**src/rtl/ps2_keyboard_matrix_if.sv**
```systemverilog
// PS/2 keyboard matrix bundle: raw PS/2 lines,
// CIA1 row/column lines and receiver status.
interface ps2_keyboard_matrix_if;
  logic       ps2_clk;
  logic       ps2_data;
  logic [7:0] keyboard_ROW;
  logic [7:0] keyboard_COL;
  logic       restore;
  logic [7:0] scancode;
  logic       scancode_valid;
  logic       frame_err;

  modport master (
    output ps2_clk, ps2_data, keyboard_ROW,
    input  keyboard_COL, restore, scancode,
    input  scancode_valid, frame_err
  );

  modport slave (
    input  ps2_clk, ps2_data, keyboard_ROW,
    output keyboard_COL, restore, scancode,
    output scancode_valid, frame_err
  );
endinterface

```
**src/rtl/ps2_keyboard_matrix.sv**
```systemverilog
// PS/2 set-2 receiver and decoder that maintains the
// C64 8x8 key matrix and answers CIA1 row scans.
module ps2_keyboard_matrix #(
  parameter int FILTER_LEN = 8,
  parameter int TIMEOUT    = 16384
) (
  input logic dot_clk,
  input logic res_n,
  ps2_keyboard_matrix_if.slave kb
);
  localparam int FW = $clog2(FILTER_LEN + 1);
  localparam int TW = $clog2(TIMEOUT + 1);

  typedef enum logic [1:0] {
    R_IDLE, R_SHIFT, R_CHECK
  } rx_t;

  typedef enum logic [2:0] {
    D_NORM, D_BRK, D_EXT, D_EXTBRK, D_SKIP
  } dec_t;

  // bit 0 = clock, bit 1 = data
  logic [1:0]         s1, s2, filt;
  logic [1:0][FW-1:0] fcnt;

  rx_t        rx_q, rx_n;
  logic [3:0] bit_cnt;
  logic [9:0] shreg;
  logic [TW-1:0] tmo;
  logic       clk_q, fall, last, ok;
  logic [10:0] frame;
  logic [7:0] sc_q;
  logic       valid_q, err_q;

  dec_t       dec_q, dec_n;
  logic [2:0] skip_q, skip_n;
  logic [63:0] keys;
  logic       restore_q;
  logic [7:0] col_q, col_n;
  logic [6:0] key;
  logic       set_k, clr_k, clr_all;
  logic       rst_set, rst_clr;

  function automatic logic [6:0] k(input int r, input int c);
    return {1'b1, 3'(r), 3'(c)};
  endfunction

  function automatic logic [6:0] map_std(input logic [7:0] c);
    logic [6:0] m;
    m = '0;
    case (c)
      8'h1C: m = k(1,2); 8'h32: m = k(3,4);
      8'h21: m = k(2,4); 8'h23: m = k(2,2);
      8'h24: m = k(1,6); 8'h2B: m = k(2,5);
      8'h34: m = k(3,2); 8'h33: m = k(3,5);
      8'h43: m = k(4,1); 8'h3B: m = k(4,2);
      8'h42: m = k(4,5); 8'h4B: m = k(5,2);
      8'h3A: m = k(4,4); 8'h31: m = k(4,7);
      8'h44: m = k(4,6); 8'h4D: m = k(5,1);
      8'h15: m = k(7,6); 8'h2D: m = k(2,1);
      8'h1B: m = k(1,5); 8'h2C: m = k(2,6);
      8'h3C: m = k(3,6); 8'h2A: m = k(3,7);
      8'h1D: m = k(1,1); 8'h22: m = k(2,7);
      8'h35: m = k(3,1); 8'h1A: m = k(1,4);
      8'h16: m = k(7,0); 8'h1E: m = k(7,3);
      8'h26: m = k(1,0); 8'h25: m = k(1,3);
      8'h2E: m = k(2,0); 8'h36: m = k(2,3);
      8'h3D: m = k(3,0); 8'h3E: m = k(3,3);
      8'h46: m = k(4,0); 8'h45: m = k(4,3);
      8'h5A: m = k(0,1); 8'h66: m = k(0,0);
      8'h05: m = k(0,4); 8'h04: m = k(0,5);
      8'h03: m = k(0,6); 8'h83: m = k(0,3);
      8'h12: m = k(1,7); 8'h59: m = k(6,4);
      8'h29: m = k(7,4); 8'h14: m = k(7,2);
      8'h76: m = k(7,7); 8'h11: m = k(7,5);
      8'h4E: m = k(5,3); 8'h55: m = k(6,5);
      8'h41: m = k(5,7); 8'h49: m = k(5,4);
      8'h4A: m = k(6,7); 8'h4C: m = k(6,2);
      8'h52: m = k(5,5); 8'h54: m = k(5,6);
      8'h5B: m = k(6,1); 8'h0E: m = k(7,1);
      8'h5D: m = k(6,0);
      default: m = '0;
    endcase
    return m;
  endfunction

  function automatic logic [6:0] map_ext(input logic [7:0] c);
    logic [6:0] m;
    m = '0;
    case (c)
      8'h74: m = k(0,2); 8'h72: m = k(0,7);
      8'h6C: m = k(6,3); 8'h14: m = k(7,2);
      8'h11: m = k(7,5); 8'h5A: m = k(0,1);
      8'h4A: m = k(6,7);
      default: m = '0;
    endcase
    return m;
  endfunction

  // synchronise and run-length filter PS/2 clock and data
  always_ff @(posedge dot_clk or negedge res_n) begin
    if (!res_n) begin
      s1   <= 2'b11;
      s2   <= 2'b11;
      filt <= 2'b11;
      fcnt <= '0;
    end else begin
      s1 <= {kb.ps2_data, kb.ps2_clk};
      s2 <= s1;
      for (int i = 0; i < 2; i++) begin
        if (s2[i] == filt[i]) begin
          fcnt[i] <= '0;
        end else if (fcnt[i] == FW'(FILTER_LEN - 1)) begin
          filt[i] <= s2[i];
          fcnt[i] <= '0;
        end else begin
          fcnt[i] <= fcnt[i] + 1'b1;
        end
      end
    end
  end

  assign fall  = clk_q & ~filt[0];
  assign frame = {filt[1], shreg};
  assign ok    = ~frame[0] & (^frame[9:1]) & frame[10];

  // receiver next state; last marks the stop-bit edge
  always_comb begin
    rx_n = rx_q;
    last = 1'b0;
    unique case (rx_q)
      R_IDLE:  if (fall) rx_n = R_SHIFT;
      R_SHIFT: begin
        if (fall && bit_cnt == 4'd10) begin
          rx_n = R_CHECK;
          last = 1'b1;
        end else if (!fall && tmo == TW'(TIMEOUT - 1)) begin
          rx_n = R_IDLE;
        end
      end
      R_CHECK: rx_n = R_IDLE;
      default: rx_n = R_IDLE;
    endcase
  end

  // receiver state, shift register, timeout and frame verdict
  always_ff @(posedge dot_clk or negedge res_n) begin
    if (!res_n) begin
      rx_q    <= R_IDLE;
      clk_q   <= 1'b1;
      shreg   <= '0;
      bit_cnt <= '0;
      tmo     <= '0;
      sc_q    <= '0;
      valid_q <= 1'b0;
      err_q   <= 1'b0;
    end else begin
      rx_q    <= rx_n;
      clk_q   <= filt[0];
      valid_q <= last & ok;
      err_q   <= last & ~ok;
      if (last && ok) sc_q <= frame[8:1];
      if (fall) shreg <= {filt[1], shreg[9:1]};
      if (rx_q == R_IDLE) bit_cnt <= 4'd1;
      else if (fall) bit_cnt <= bit_cnt + 4'd1;
      if (fall || rx_q != R_SHIFT) tmo <= '0;
      else tmo <= tmo + 1'b1;
    end
  end

  // decoder: prefix tracking and matrix actions per byte
  always_comb begin
    dec_n   = dec_q;
    skip_n  = skip_q;
    key     = '0;
    set_k   = 1'b0;
    clr_k   = 1'b0;
    clr_all = 1'b0;
    rst_set = 1'b0;
    rst_clr = 1'b0;
    if (valid_q) begin
      if ((sc_q == 8'h00 || sc_q == 8'hFF) && dec_q != D_SKIP) begin
        clr_all = 1'b1;
        dec_n   = D_NORM;
      end else begin
        unique case (dec_q)
          D_NORM: begin
            case (sc_q)
              8'hE0: dec_n = D_EXT;
              8'hF0: dec_n = D_BRK;
              8'hE1: begin
                dec_n  = D_SKIP;
                skip_n = 3'd7;
              end
              8'hAA, 8'hFA, 8'hFE, 8'hEE: ;
              default: begin
                key   = map_std(sc_q);
                set_k = key[6];
              end
            endcase
          end
          D_BRK: begin
            key   = map_std(sc_q);
            clr_k = key[6];
            dec_n = D_NORM;
          end
          D_EXT: begin
            if (sc_q == 8'hF0) begin
              dec_n = D_EXTBRK;
            end else begin
              rst_set = sc_q == 8'h7D;
              key     = map_ext(sc_q);
              set_k   = key[6];
              dec_n   = D_NORM;
            end
          end
          D_EXTBRK: begin
            rst_clr = sc_q == 8'h7D;
            key     = map_ext(sc_q);
            clr_k   = key[6];
            dec_n   = D_NORM;
          end
          D_SKIP: begin
            skip_n = skip_q - 3'd1;
            if (skip_q == 3'd1) dec_n = D_NORM;
          end
          default: dec_n = D_NORM;
        endcase
      end
    end
  end

  // decoder state, key matrix and restore flag
  always_ff @(posedge dot_clk or negedge res_n) begin
    if (!res_n) begin
      dec_q     <= D_NORM;
      skip_q    <= '0;
      keys      <= '0;
      restore_q <= 1'b0;
    end else begin
      dec_q  <= dec_n;
      skip_q <= skip_n;
      if (clr_all) begin
        keys      <= '0;
        restore_q <= 1'b0;
      end else begin
        if (set_k) keys[key[5:0]] <= 1'b1;
        if (clr_k) keys[key[5:0]] <= 1'b0;
        if (rst_set) restore_q <= 1'b1;
        if (rst_clr) restore_q <= 1'b0;
      end
    end
  end

  // column sense: low where a pressed key sits on a selected row
  always_comb begin
    col_n = 8'hFF;
    for (int i = 0; i < 8; i++)
      for (int j = 0; j < 8; j++)
        if (!kb.keyboard_ROW[i] && keys[i*8+j]) col_n[j] = 1'b0;
  end

  // register the column output
  always_ff @(posedge dot_clk or negedge res_n) begin
    if (!res_n) col_q <= 8'hFF;
    else col_q <= col_n;
  end

  assign kb.keyboard_COL   = col_q;
  assign kb.restore        = restore_q;
  assign kb.scancode       = sc_q;
  assign kb.scancode_valid = valid_q;
  assign kb.frame_err      = err_q;
endmodule
```
**src/flat_wrapper.sv**
```systemverilog
// flat-port wrapper written by rule: the top's interface ports become plain ports
module ps2_keyboard_matrix_flat 
#(
  parameter int FILTER_LEN = 8,
  parameter int TIMEOUT    = 16384
)
  (dot_clk, res_n, kb_ps2_clk, kb_ps2_data, kb_keyboard_ROW, kb_keyboard_COL, kb_restore, kb_scancode, kb_scancode_valid, kb_frame_err);
  ps2_keyboard_matrix_if kb_i ();
  input logic dot_clk;
  input logic res_n;
  input wire logic [$bits(kb_i.ps2_clk)-1:0] kb_ps2_clk;
  input wire logic [$bits(kb_i.ps2_data)-1:0] kb_ps2_data;
  input wire logic [$bits(kb_i.keyboard_ROW)-1:0] kb_keyboard_ROW;
  output wire logic [$bits(kb_i.keyboard_COL)-1:0] kb_keyboard_COL;
  output wire logic [$bits(kb_i.restore)-1:0] kb_restore;
  output wire logic [$bits(kb_i.scancode)-1:0] kb_scancode;
  output wire logic [$bits(kb_i.scancode_valid)-1:0] kb_scancode_valid;
  output wire logic [$bits(kb_i.frame_err)-1:0] kb_frame_err;
  assign kb_i.ps2_clk = kb_ps2_clk;
  assign kb_i.ps2_data = kb_ps2_data;
  assign kb_i.keyboard_ROW = kb_keyboard_ROW;
  assign kb_keyboard_COL = kb_i.keyboard_COL;
  assign kb_restore = kb_i.restore;
  assign kb_scancode = kb_i.scancode;
  assign kb_scancode_valid = kb_i.scancode_valid;
  assign kb_frame_err = kb_i.frame_err;
  ps2_keyboard_matrix #(.FILTER_LEN(FILTER_LEN), .TIMEOUT(TIMEOUT)) u_core (.dot_clk(dot_clk), .res_n(res_n), .kb(kb_i));
endmodule
```
**config.mk**
```make
export PLATFORM = sky130hd
export DESIGN_NAME = ps2_keyboard_matrix_flat
export DESIGN_NICKNAME = d
export VERILOG_FILES = /design/src/rtl/ps2_keyboard_matrix_if.sv /design/src/rtl/ps2_keyboard_matrix.sv /design/src/flat_wrapper.sv
export SDC_FILE = /design/constraint.sdc
export NUM_CORES = 1
export LEC_CHECK = 0
export BUFFER_PORTS_ARGS = -buffer_cell sky130_fd_sc_hd__buf_4
export CORE_MARGIN = 2
export CORE_UTILIZATION = 50
export CTS_CLUSTER_DIAMETER = 50
export DETAILED_ROUTE_END_ITERATION = 8
export MAX_ROUTING_LAYER = met4
export PLACE_DENSITY = 0.7
export SETUP_SLACK_MARGIN = 0.4
export SLEW_MARGIN = 25
export SYNTH_ARGS = -nofsm -noshare
export SYNTH_HDL_FRONTEND = slang
export SYNTH_SLANG_ARGS = --single-unit
```
**constraint.sdc**
```tcl
create_clock -name dot_clk -period 7.3 [get_ports dot_clk]
set_clock_uncertainty 0.15 [all_clocks]
set_input_delay 0.73 -clock dot_clk [delete_from_list [all_inputs] [get_ports dot_clk]]
set_output_delay 0.73 -clock dot_clk [all_outputs]
set_load 0.01 [all_outputs]
```
==> summary.md <==
| Metric | Value |
|---|---|
| Outcome | `complete, no violations` |
| Vias | `6533` |
| Setup crit start kind | `flip-flop` |
| Post-Route WL | `roughly 20000 µm` |
| Most common cell after layout, fill and taps aside | `dfrtp_1` |
| Syn-to-layout area delta | `11.4%` |
| Layout cell share with drive strength beyond 1 | `14.4%` |
| Largest net degree at the start of global routing | `83` |
| WL met2 | `8730 µm` |
| GP Congestion | `0.965` |
| Syn Nets | `887` |
| Post-synth ARST share | `between 90% and 100%` |
| Initial DRC count | `between 800 and 900` |
| Initial core utilization | `51.4%` |
| WS Path Type | `flip-flop to flip-flop` |
| Final nets | `a little under 900` |
| Post-Synth Adder-Cell Area | `2.22%` |
| WP data required | `7.48 ns` |
| Seq/Total Area, Yosys | `43.1%` |
| Synthesized instance count | `861` |
| Cell Chain, Critical Path | `inv_1 > ha_1 > or2_0 > mux4_2 > a221o_1 > a311o_1 > a32oi_4 > nor3b_4 > a21oi_1 > a211oi_1` |
| Drt pass-1 iters | `6` |
| Later-pin clock latency in the skew report | `0.43 ns` |
| Switch share | `26.3%` |
| TritonCTS buffer count | `17` |
| Hold_buf cts | `0` |
| First-pass GRT wire length | `32500 µm` |
| CTS clk-pin slew, worst paths | `approximately 0.060 ns` |
| Core area | `15300 µm²` |
| Commonest non-fill, non-tap cells in the layout | `dfrtp_1 (120), inv_1 (80), a21oi_1 (80), nand2_1 (75), a211oi_1 (66)` |
| Lkg Pwr | `3.49 nW` |
| Met1 wire length | `9050 µm` |
| Final Hold Viols | `0` |
| Combinational share of power | `8.8%` |
| Syn Area/Cell | `9.15 µm²` |
| # rows | `45` |
| Antenna violations before repair | `0` |
| Gr usage total | `around 26%` |
| Hpwl dp | `about 13000 µm` |
| Synth Cell Area | `7880 µm²` |
| Residual DRC | `0` |
| Via/cell ratio | `6.00` |
| # resized after CTS | `0` |
| Vias in the first global route | `6168` |
| Critical-path maximum fanout | `16` |
| Netlist cell types | `86` |
| Compound-cell area share of the yosys netlist | `24.0%` |
| Syn. warnings | `0` |
| Crit-path slowest cell | `nor3b_4` |
| Internal power | `1.35 mW` |
| Die span in y | `130 µm` |
| Setup_tns | `0 ns` |
| Max-Cap Viols | `0` |
| Slew @ Worst Pin | `0.910 ns` |
| CTS tree | `yes` |
| Cell Pwr Density | `between 200 and 250 nW/µm²` |
| Setup violators final | `0` |
| RSZ-0062 raised after global routing | `no` |
| Drt wl/cell | `around 18 µm` |
| Synth Area in XOR/XNOR | `3.45%` |
| Die X | `130 µm` |
| Antenna Nets Post-Route | `0` |
| Htree depth | `4` |
| Hold crit path type | `input port to async pin` |
| IO Count | `31` |
| Largest stage delay on the critical path | `around 0.7 ns` |
| DR top layer | `met4` |
| Fmax achieved | `between 0.2 and 0.25 GHz` |
| IO Port Bufs | `30` |
| Post-Synth Simple-Gate Area | `18.1%` |
| Mux contribution to synthesized area | `1.24%` |
| Setup Fix Bufs, Post-CTS | `0` |
| Max clock buf depth | `2` |
| Final period util | `around 61%` |
| Metal3 WL | `1260 µm` |
| Synthesized flop and latch total | `135` |
| Total global routing overflow | `0` |
| NetSw | `0.482 mW` |
| Post-synth EDFFs | `0` |
| Clock share of power | `46.0%` |
| Max-slew violation count | `0` |
| Max_slew headroom | `39.2%` |
| Full die area | `about 17000 µm²` |
| Critical Path Sink Type | `flip-flop` |
| Reg power frac | `between 40% and 50%` |
| Worst vdd ir | `0.191 mV` |
| Critical Path AT | `4.66 ns` |
| CTS Sinks | `135` |
| Diodes inserted | `0` |
| Ys flop type | `dfrtp_1` |
| Tmin final | `approximately 4.5 ns` |
| Total power | `1.84 mW` |
| Main combinational cell family by area after synthesis | `compound AO/OA/AOI/OAI gates` |
| Fill cells | `about 1400` |
| Clk root buf | `clkbuf_16` |
-- through the flow --
stage	cells	worst slack [ns]	hold WS, ns	util (%)	area [µm²]
detailed placement	1056	2.97	0.197	53.4	8180
global placement	1056	2.99	0.195	53.3	8170
CTS	1088	2.94	0.206	57.2	8760
floorplan	861	3.55	0.195	-	7880
global route	1088	2.60	0.209	57.3	8770
finish	1088	2.82	0.184	57.3	8770
-- layer usage --
metal	up-vias	GRT usage, %
met5	-	-
met4	0	10.8
met3	53	5.45
met2	274	36.1
met1	3107	36.0
li1	3099	-
-- cells by family after synthesis --
group	after synthesis
DFF	135
and+or+nand+nor	256
muxes	8
AOI/OAI and AO/OA	278
adders and majority gates	14
buffers and inverters	139
xor gates and xnor gates	31
-- cell usage after synthesis, drive strengths merged, types with 3 or more instances --
cell type	n	area, µm²
nor3	14	70.1
o31ai	3	22.5
clkbuf	30	116
nand2	75	282
xor2	12	105
xnor2	19	166
or3	3	18.8
nand3	17	90.1
a41oi	3	33.8
o22ai	33	206
nor4	15	143
mux2i	3	30.0
or2	9	56.3
buf	27	189
nor3b	4	41.3
nand3b	3	22.5
ha	14	175
nor2b	14	87.6
o41ai	3	26.3
nand4	4	25.0
o21a	5	37.5
a32oi	4	53.8
o211ai	5	37.5
and3	12	75.1
mux2	4	45.0
nor2	50	190
dfrtp	120	3000
dfstp	15	394
a21o	7	52.6
a211oi	68	521
inv	81	304
and2	4	25.0
a221oi	3	26.3
o21ai	27	135
a21oi	83	427
a31oi	3	18.8
nand2b	16	100
nor4b	5	104
-- path summary, 6_finish.rpt --
check                      cells past startpoint               to             startpoint  slack [ns]
max                                           10  u_core.keys[21]  u_core.kb.scancode[0]        2.82
min                                            1  u_core.dec_q[1]                  res_n        0.18
max reg2reg                                   10  u_core.keys[21]  u_core.kb.scancode[0]        2.82
min reg2reg                                    0     u_core.s2[1]           u_core.s1[1]        0.20
max in group asynchronous                      2   u_core.keys[6]                  res_n        5.61
min in group dot_clk                           0     u_core.s2[1]           u_core.s1[1]        0.20
-- worst max-delay path: cells and delay by family (launching register included) --
kind | cells | cell delay, ns
AOI/OAI and AO/OA | 5 | 1.52
adders and majority gates | 1 | 0.43
muxes | 1 | 0.47
DFF | 1 | 0.59
and+or+nand+nor | 2 | 1.01
buffers and inverters | 1 | 0.20
-- registers in the layout, summed over array words and instances (netlist names) --
name                      cells
u_core.keys                  64
u_core.kb.keyboard_COL        8
u_core.skip_q                 3
u_core.bit_cnt                4
u_core.kb.frame_err           1
u_core.tmo                   15
u_core.s1                     2
u_core.rx_q                   2
u_core.kb.restore             1
u_core.kb.scancode            8
u_core.clk_q                  1
u_core.shreg                 10
u_core.dec_q                  3
u_core.kb.scancode_valid      1
u_core.fcnt                   8
u_core.s2                     2
u_core.filt                   2
-- cell type report --
| cell class | instances | area (µm²) | share of cell area (%) |
|---|---|---|---|
| inverters | 82 | 308 | 3.51 |
| multi-input cells | 587 | 3910 | 44.5 |
| repair buffers | 41 | 312 | 3.55 |
| clock buffers | 21 | 470 | 5.36 |
| flip-flops and latches | 135 | 3400 | 38.7 |
| well taps | 211 | 264 | 3.01 |
| clock inverters | 11 | 114 | 1.30 |
-- power groups by stage --
| stage | registers (mW) | clock network [mW] | logic, mW |
|---|---|---|---|
| floorplan | 0.834 | 0 | 0.120 |
| global placement | 0.841 | 0 | 0.162 |
| detailed placement | 0.842 | 0 | 0.163 |
| CTS | 0.829 | 0.860 | 0.166 |
| global route | 0.836 | 0.893 | 0.191 |
| finish | 0.829 | 0.845 | 0.162 |
Note: power is estimated with default switching activity, not from simulation.
